## config.mk

```make
export PLATFORM = sky130hd
export DESIGN_NAME = alu16_issue_ctrl_flat
export DESIGN_NICKNAME = d
export VERILOG_FILES = /design/src/rtl/alu16_issue_ctrl_if.sv /design/src/rtl/alu16_issue_ctrl.sv /design/src/flat_wrapper.sv
export SDC_FILE = /design/constraint.sdc
export NUM_CORES = 1
export LEC_CHECK = 0
export CAP_MARGIN = 40
export CORE_UTILIZATION = 47
export DETAILED_ROUTE_END_ITERATION = 7
export PLACE_DENSITY = 0.76
export SETUP_SLACK_MARGIN = 0.2
export SLEW_MARGIN = 10
export SYNTH_ARGS = -nofsm -noshare
export SYNTH_HDL_FRONTEND = slang
export SYNTH_SLANG_ARGS = --single-unit
```

## constraint.sdc

```tcl
create_clock -name clk -period 2.2 [get_ports clk]
set_clock_uncertainty 0.05 [all_clocks]
set_input_delay 0.44 -clock clk [delete_from_list [all_inputs] [get_ports clk]]
set_output_delay 0.44 -clock clk [all_outputs]
set_load 0.02 [all_outputs]
```

## src/rtl/alu16_issue_ctrl_if.sv

```systemverilog
// rtl/alu16_issue_ctrl_if.sv - instruction/result handshake bundle for alu16_issue_ctrl
interface alu16_issue_ctrl_if;
    logic        in_valid;
    logic        in_ready;
    logic [5:0]  in_op;
    logic [15:0] in_a;
    logic [15:0] in_b;
    logic        res_valid;
    logic        res_ready;
    logic [31:0] res_c;
    logic [6:0]  res_flags;
    logic [5:0]  res_op;
    logic        err;

    modport master (
        output in_valid, in_op, in_a, in_b, res_ready,
        input  in_ready, res_valid, res_c, res_flags, res_op, err
    );

    modport slave (
        input  in_valid, in_op, in_a, in_b, res_ready,
        output in_ready, res_valid, res_c, res_flags, res_op, err
    );
endinterface

```

## src/rtl/alu16_issue_ctrl.sv

```systemverilog
// rtl/alu16_issue_ctrl.sv - FIFO-fed issue/capture sequencer for alu16 (ALU16_OPCODE_CHECK_EN enables illegal-opcode rejection)
module alu16_issue_ctrl #(
    parameter int FIFO_DEPTH = 4,
    parameter int BASE_WAIT  = 1,
    parameter int MULTI_WAIT = 2
) (
    input  logic               clk,
    input  logic               reset_n,
    alu16_issue_ctrl_if.slave  bus,
    output logic [15:0]        alu_a,
    output logic [15:0]        alu_b,
    output logic [5:0]         alu_op,
    output logic               alu_enable,
    input  logic [31:0]        alu_c,
    input  logic [6:0]         alu_flags,
    output logic               busy
);
    localparam int AW = $clog2(FIFO_DEPTH);
    localparam int CW = $clog2(BASE_WAIT + MULTI_WAIT + 1) + 1;

    typedef enum logic [1:0] {IDLE, WAIT, DONE} state_t;

    state_t        state;
    logic [37:0]   mem [FIFO_DEPTH];
    logic [AW-1:0] wr_ptr;
    logic [AW-1:0] rd_ptr;
    logic [AW:0]   count;
    logic [CW-1:0] wait_cnt;
    logic          push;
    logic          pop;
    logic [37:0]   head;
    logic [5:0]    head_op;
    logic          head_multi;
    logic          head_illegal;
    logic          res_valid_q;
    logic [31:0]   res_c_q;
    logic [6:0]    res_flags_q;
    logic [5:0]    res_op_q;

    assign bus.in_ready  = (count != (AW + 1)'(FIFO_DEPTH));
    assign push          = bus.in_valid && bus.in_ready;
    assign pop           = (state == IDLE) && (count != '0);
    assign head          = mem[rd_ptr];
    assign head_op       = head[37:32];
    assign head_multi    = (head_op >= 6'd5) && (head_op <= 6'd8);
    assign busy          = (state != IDLE) || (count != '0);

    assign bus.res_valid = res_valid_q;
    assign bus.res_c     = res_c_q;
    assign bus.res_flags = res_flags_q;
    assign bus.res_op    = res_op_q;

`ifdef ALU16_OPCODE_CHECK_EN
    logic err_q;

    assign head_illegal = (head_op == 6'd0) || (head_op == 6'd31) ||
                          (head_op == 6'd32) || (head_op >= 6'd34);
    assign bus.err      = err_q;

    always_ff @(posedge clk) begin
        if (!reset_n) begin
            err_q <= 1'b0;
        end else if (pop && head_illegal) begin
            err_q <= 1'b1;
        end else if (state == DONE && bus.res_ready) begin
            err_q <= 1'b0;
        end
    end
`else
    assign head_illegal = 1'b0;
    assign bus.err      = 1'b0;
`endif

    // Storage is not reset; occupancy is tracked by count alone.
    always_ff @(posedge clk) begin
        if (push) begin
            mem[wr_ptr] <= {bus.in_op, bus.in_a, bus.in_b};
        end
    end

    always_ff @(posedge clk) begin
        if (!reset_n) begin
            wr_ptr <= '0;
            rd_ptr <= '0;
            count  <= '0;
        end else begin
            if (push) wr_ptr <= wr_ptr + 1'b1;
            if (pop)  rd_ptr <= rd_ptr + 1'b1;
            case ({push, pop})
                2'b10:   count <= count + 1'b1;
                2'b01:   count <= count - 1'b1;
                default: count <= count;
            endcase
        end
    end

    // Enable rises only on IDLE->WAIT and falls on WAIT->DONE, so each
    // instruction produces exactly one rising edge at alu16.
    always_ff @(posedge clk) begin
        if (!reset_n) begin
            state       <= IDLE;
            alu_a       <= '0;
            alu_b       <= '0;
            alu_op      <= '0;
            alu_enable  <= 1'b0;
            wait_cnt    <= '0;
            res_valid_q <= 1'b0;
            res_c_q     <= '0;
            res_flags_q <= '0;
            res_op_q    <= '0;
        end else begin
            case (state)
                IDLE: begin
                    if (pop) begin
                        if (head_illegal) begin
                            res_c_q     <= '0;
                            res_flags_q <= '0;
                            res_op_q    <= head_op;
                            res_valid_q <= 1'b1;
                            state       <= DONE;
                        end else begin
                            alu_op     <= head_op;
                            alu_a      <= head[31:16];
                            alu_b      <= head[15:0];
                            alu_enable <= 1'b1;
                            wait_cnt   <= head_multi ? CW'(BASE_WAIT + MULTI_WAIT) : CW'(BASE_WAIT);
                            state      <= WAIT;
                        end
                    end
                end
                WAIT: begin
                    if (wait_cnt == CW'(1)) begin
                        res_c_q     <= alu_c;
                        res_flags_q <= alu_flags;
                        res_op_q    <= alu_op;
                        res_valid_q <= 1'b1;
                        alu_enable  <= 1'b0;
                        state       <= DONE;
                    end else begin
                        wait_cnt <= wait_cnt - CW'(1);
                    end
                end
                DONE: begin
                    if (bus.res_ready) begin
                        res_valid_q <= 1'b0;
                        state       <= IDLE;
                    end
                end
                default: state <= IDLE;
            endcase
        end
    end
endmodule

```

## src/flat_wrapper.sv

```systemverilog
// flat-port wrapper written by rule: the top's interface ports become plain ports
module alu16_issue_ctrl_flat 
#(
    parameter int FIFO_DEPTH = 4,
    parameter int BASE_WAIT  = 1,
    parameter int MULTI_WAIT = 2
)
  (clk, reset_n, alu_a, alu_b, alu_op, alu_enable, alu_c, alu_flags, busy, bus_in_valid, bus_in_op, bus_in_a, bus_in_b, bus_res_ready, bus_in_ready, bus_res_valid, bus_res_c, bus_res_flags, bus_res_op, bus_err);
  alu16_issue_ctrl_if bus_i ();
  input  logic clk;
  input  logic reset_n;
  output logic [15:0] alu_a;
  output logic [15:0] alu_b;
  output logic [5:0] alu_op;
  output logic alu_enable;
  input  logic [31:0] alu_c;
  input  logic [6:0] alu_flags;
  output logic busy;
  input wire logic [$bits(bus_i.in_valid)-1:0] bus_in_valid;
  input wire logic [$bits(bus_i.in_op)-1:0] bus_in_op;
  input wire logic [$bits(bus_i.in_a)-1:0] bus_in_a;
  input wire logic [$bits(bus_i.in_b)-1:0] bus_in_b;
  input wire logic [$bits(bus_i.res_ready)-1:0] bus_res_ready;
  output wire logic [$bits(bus_i.in_ready)-1:0] bus_in_ready;
  output wire logic [$bits(bus_i.res_valid)-1:0] bus_res_valid;
  output wire logic [$bits(bus_i.res_c)-1:0] bus_res_c;
  output wire logic [$bits(bus_i.res_flags)-1:0] bus_res_flags;
  output wire logic [$bits(bus_i.res_op)-1:0] bus_res_op;
  output wire logic [$bits(bus_i.err)-1:0] bus_err;
  assign bus_i.in_valid = bus_in_valid;
  assign bus_i.in_op = bus_in_op;
  assign bus_i.in_a = bus_in_a;
  assign bus_i.in_b = bus_in_b;
  assign bus_i.res_ready = bus_res_ready;
  assign bus_in_ready = bus_i.in_ready;
  assign bus_res_valid = bus_i.res_valid;
  assign bus_res_c = bus_i.res_c;
  assign bus_res_flags = bus_i.res_flags;
  assign bus_res_op = bus_i.res_op;
  assign bus_err = bus_i.err;
  alu16_issue_ctrl #(.FIFO_DEPTH(FIFO_DEPTH), .BASE_WAIT(BASE_WAIT), .MULTI_WAIT(MULTI_WAIT)) u_core (.clk(clk), .reset_n(reset_n), .bus(bus_i), .alu_a(alu_a), .alu_b(alu_b), .alu_op(alu_op), .alu_enable(alu_enable), .alu_c(alu_c), .alu_flags(alu_flags), .busy(busy));
endmodule
```

==> impl_results.md <==
- Crit Path Max Fanout: 2
- Clock-pin slew on the worst setup and hold paths: 0.06 ns
- Via count: 5686
- Register bit total from synthesis: 251
- CTS tree: done
- Vias in the first global route: 5759
- Starting density of the core: 0.483
- DRC Markers: 0
- Yosys cell types: 36
- Max Fclk: 473 MHz
- Worst-margin pin slew: 0.514 ns
- Critical path launch point type: flip-flop
- Routed len/inst: 16.4 um
- Die H: 141 um
- Async SR Flop Fraction: 0
- Post-synth top area cell: edfxtp_1
- Final HPWL DP: 11400 um
- YS warnings: 0
- Number of buffers and inverters on the critical path: 2
- Synthesized net count: 744
- Crit-path cells: or3b_4 > and2_4 > inv_4 > ha_4 > inv_2 > fa_2 > xor2_1 > or3_1 > a21oi_1
- Setup slack after layout: 0.0875 ns
- Area Overhead vs Synth: 32.7%
- Final #Nets: 929
- Crit path max-delay family: simple AND/OR/NAND/NOR gates
- Sequential area share after synthesis: 0.717
- Crit Path Class: reg -> reg
- GRT Max-Usage Layer: met2
- GR Overflow Total: 0
- Pwr/cell area: 1210 mW/mm2
- WL final: 18400 um
- Slowest-stage cell, CP: or3b_4
- Number of synthesized flops with an enable pin: 152
- Max cap viols: 0
- Die footprint: 0.0200 mm2
- Post-Place Cell Area: 0.0113 mm2
- Crit path DAT: 2.50 ns
- Iteration count of the initial detailed-routing pass: 4
- Met2 Use GR: 0.323
- Max-slew violations: 0
- Clock Sinks: 251
- Synth top area share: 0.500
- Dpl cells: 1069
- DIE WIDTH: 141 um
- IO Count: 169
- Clk_lat worst skew: 0.52 ns
- Pre-CTS WS: -0.122 ns
- Critical Path RT: 2.59 ns
- Largest net degree at the start of global routing: 54
- Hold Slack: 0.400 ns
- Initial antenna violation count: 1
- Vias per cell: 5.08
- Ys flop type: edfxtp_1
- Status: completed
- Worst rel slew slack: 0.657
- Max IR drop VDD: 0.937 mV
- Fin crit share: 0.960
- CTS max path bufs: 3
- Core Rows: 50
- Core footprint: 0.0189 mm2
- Antenna Violating Nets Remaining: 0
- Total GRT Usage: 0.187
- CTS Buf Count: 25
- Fraction of layout cells with a size suffix above 1: 0.150
- Drt first-iter violations: 278
- # setup viols final: 0
- Top cells by area, synth: edfxtp_1, dfxtp_1, mux4_2, nand2_1, a21oi_1
- Worst Hold Class: reg -> reg
- Leak: 4.19 nW
- CTS root buffer: clkbuf_16
- Met1 global-route usage: 0.239
- RSZ-0062 raised after global routing: true
- Final hold vios: 0
- Cells after Synth: 655
- Most common cell after layout, fill and taps aside: nand2_1
- GRT met3 Usage: 0.0398
- Final Non-Filler Cells: 1120
- Mapped Avg Cell Area: 13.9 um2
- Largest stage delay on the critical path: 0.39 ns
- Commonest cells after routing, fill and taps aside: nand2_1, clkdlybuf4s50_1, edfxtp_1
- Final min period: 2.11 ns
- Port bufs: 167
- H-tree depth: 1
- Global placer's final weighted congestion: 0.733
- Setup TNS: 0 ns
- Crit. End Element: flip-flop
- Fin area: 0.0121 mm2
- Mapped Area: 0.00913 mm2
- First-pass GRT wire length: 29000 um
[stage by stage]
step	util	total power, W
floorplan	-	0.00898
global placement	0.597	0.0106
detailed placement	0.597	0.0107
CTS	0.641	0.0148
global route	0.641	0.0154
finish	0.642	0.0147
[worst reg2reg max path, stage by stage (launching register included)]
cell and delay (ns):
dfxtp_2 0.32, or3b_4 0.39, and2_4 0.16, inv_4 0.06
ha_4 0.13, inv_2 0.04, fa_2 0.33, xor2_1 0.16
or3_1 0.31, a21oi_1 0.12
[layout make-up]
class | instances | area, um2
well taps | 260 | 325
diodes | 1 | 2.50
fillers | 1447 | 6770
repair buffers | 194 | 1970
clock inverters | 18 | 155
multi-input cells | 358 | 2410
clock buffers | 28 | 658
inverters | 10 | 41.3
flip-flops and latches | 251 | 6550
[repair_timing]
item | CTS | global route
pin swaps | 0 | 1
gates resized for setup | 14 | 8
setup buffers | 3 | 1
hold buffers | 0 | 0
setup endpoints to repair | 10 | 9
[routing by layer]
layer  routed length (um)  vias to the layer above
li1                     -                     2719
met1                 7970                     2737
met2                 8790                      206
met3                 1290                       24
met4                  356                        0
met5                    0                        -
[cell usage after synthesis, types with 7 or more instances]
library cell	instances
dfxtp_1	99
edfxtp_1	152
a21oi_1	90
ha_1	7
nand2_1	172
mux4_2	36
nor2_1	14
clkbuf_1	16
buf_4	7
inv_1	8
buf_2	8
[registers in the layout, summed over array words and instances (netlist names), 2 cells and up, named ones only]
register              count
u_core.state              2
u_core.count              3
u_core.rd_ptr             2
u_core.alu_a             16
u_core.wr_ptr             2
u_core.bus.res_flags      7
u_core.bus.res_c         32
u_core.alu_op             6
u_core.bus.res_op         6
u_core.mem              152
u_core.wait_cnt           3
u_core.alu_b             16
[power breakdown]
group | internal (W) | switching, W | leakage, nW | total [W]
sequential | 0.00575 | 0.000391 | 2.20 | 0.00614
clock | 0.00241 | 0.00173 | 0.412 | 0.00414
combinational | 0.00200 | 0.00238 | 1.57 | 0.00438
[worst paths after layout]
path	startpoint	to	slack [ns]	cells after the start
min	u_core.bus.res_c[23]	u_core.bus.res_c[23]	0.40	2
min reg2reg	u_core.bus.res_c[23]	u_core.bus.res_c[23]	0.40	2
max	u_core.count[1]	u_core.count[2]	0.09	9
max reg2reg	u_core.count[1]	u_core.count[2]	0.09	9
[cells by family after synthesis]
kind of cell    Yosys count  synth area share
flops                   251             0.717
simple gates            207            0.0911
compound gates           98            0.0560
buf+inv                  46            0.0237
mux                      38            0.0945
fa+ha+maj                 8            0.0118
xor+xnor                  6           0.00575
other cells               1          0.000411
Note: power is estimated with default switching activity, not from simulation.
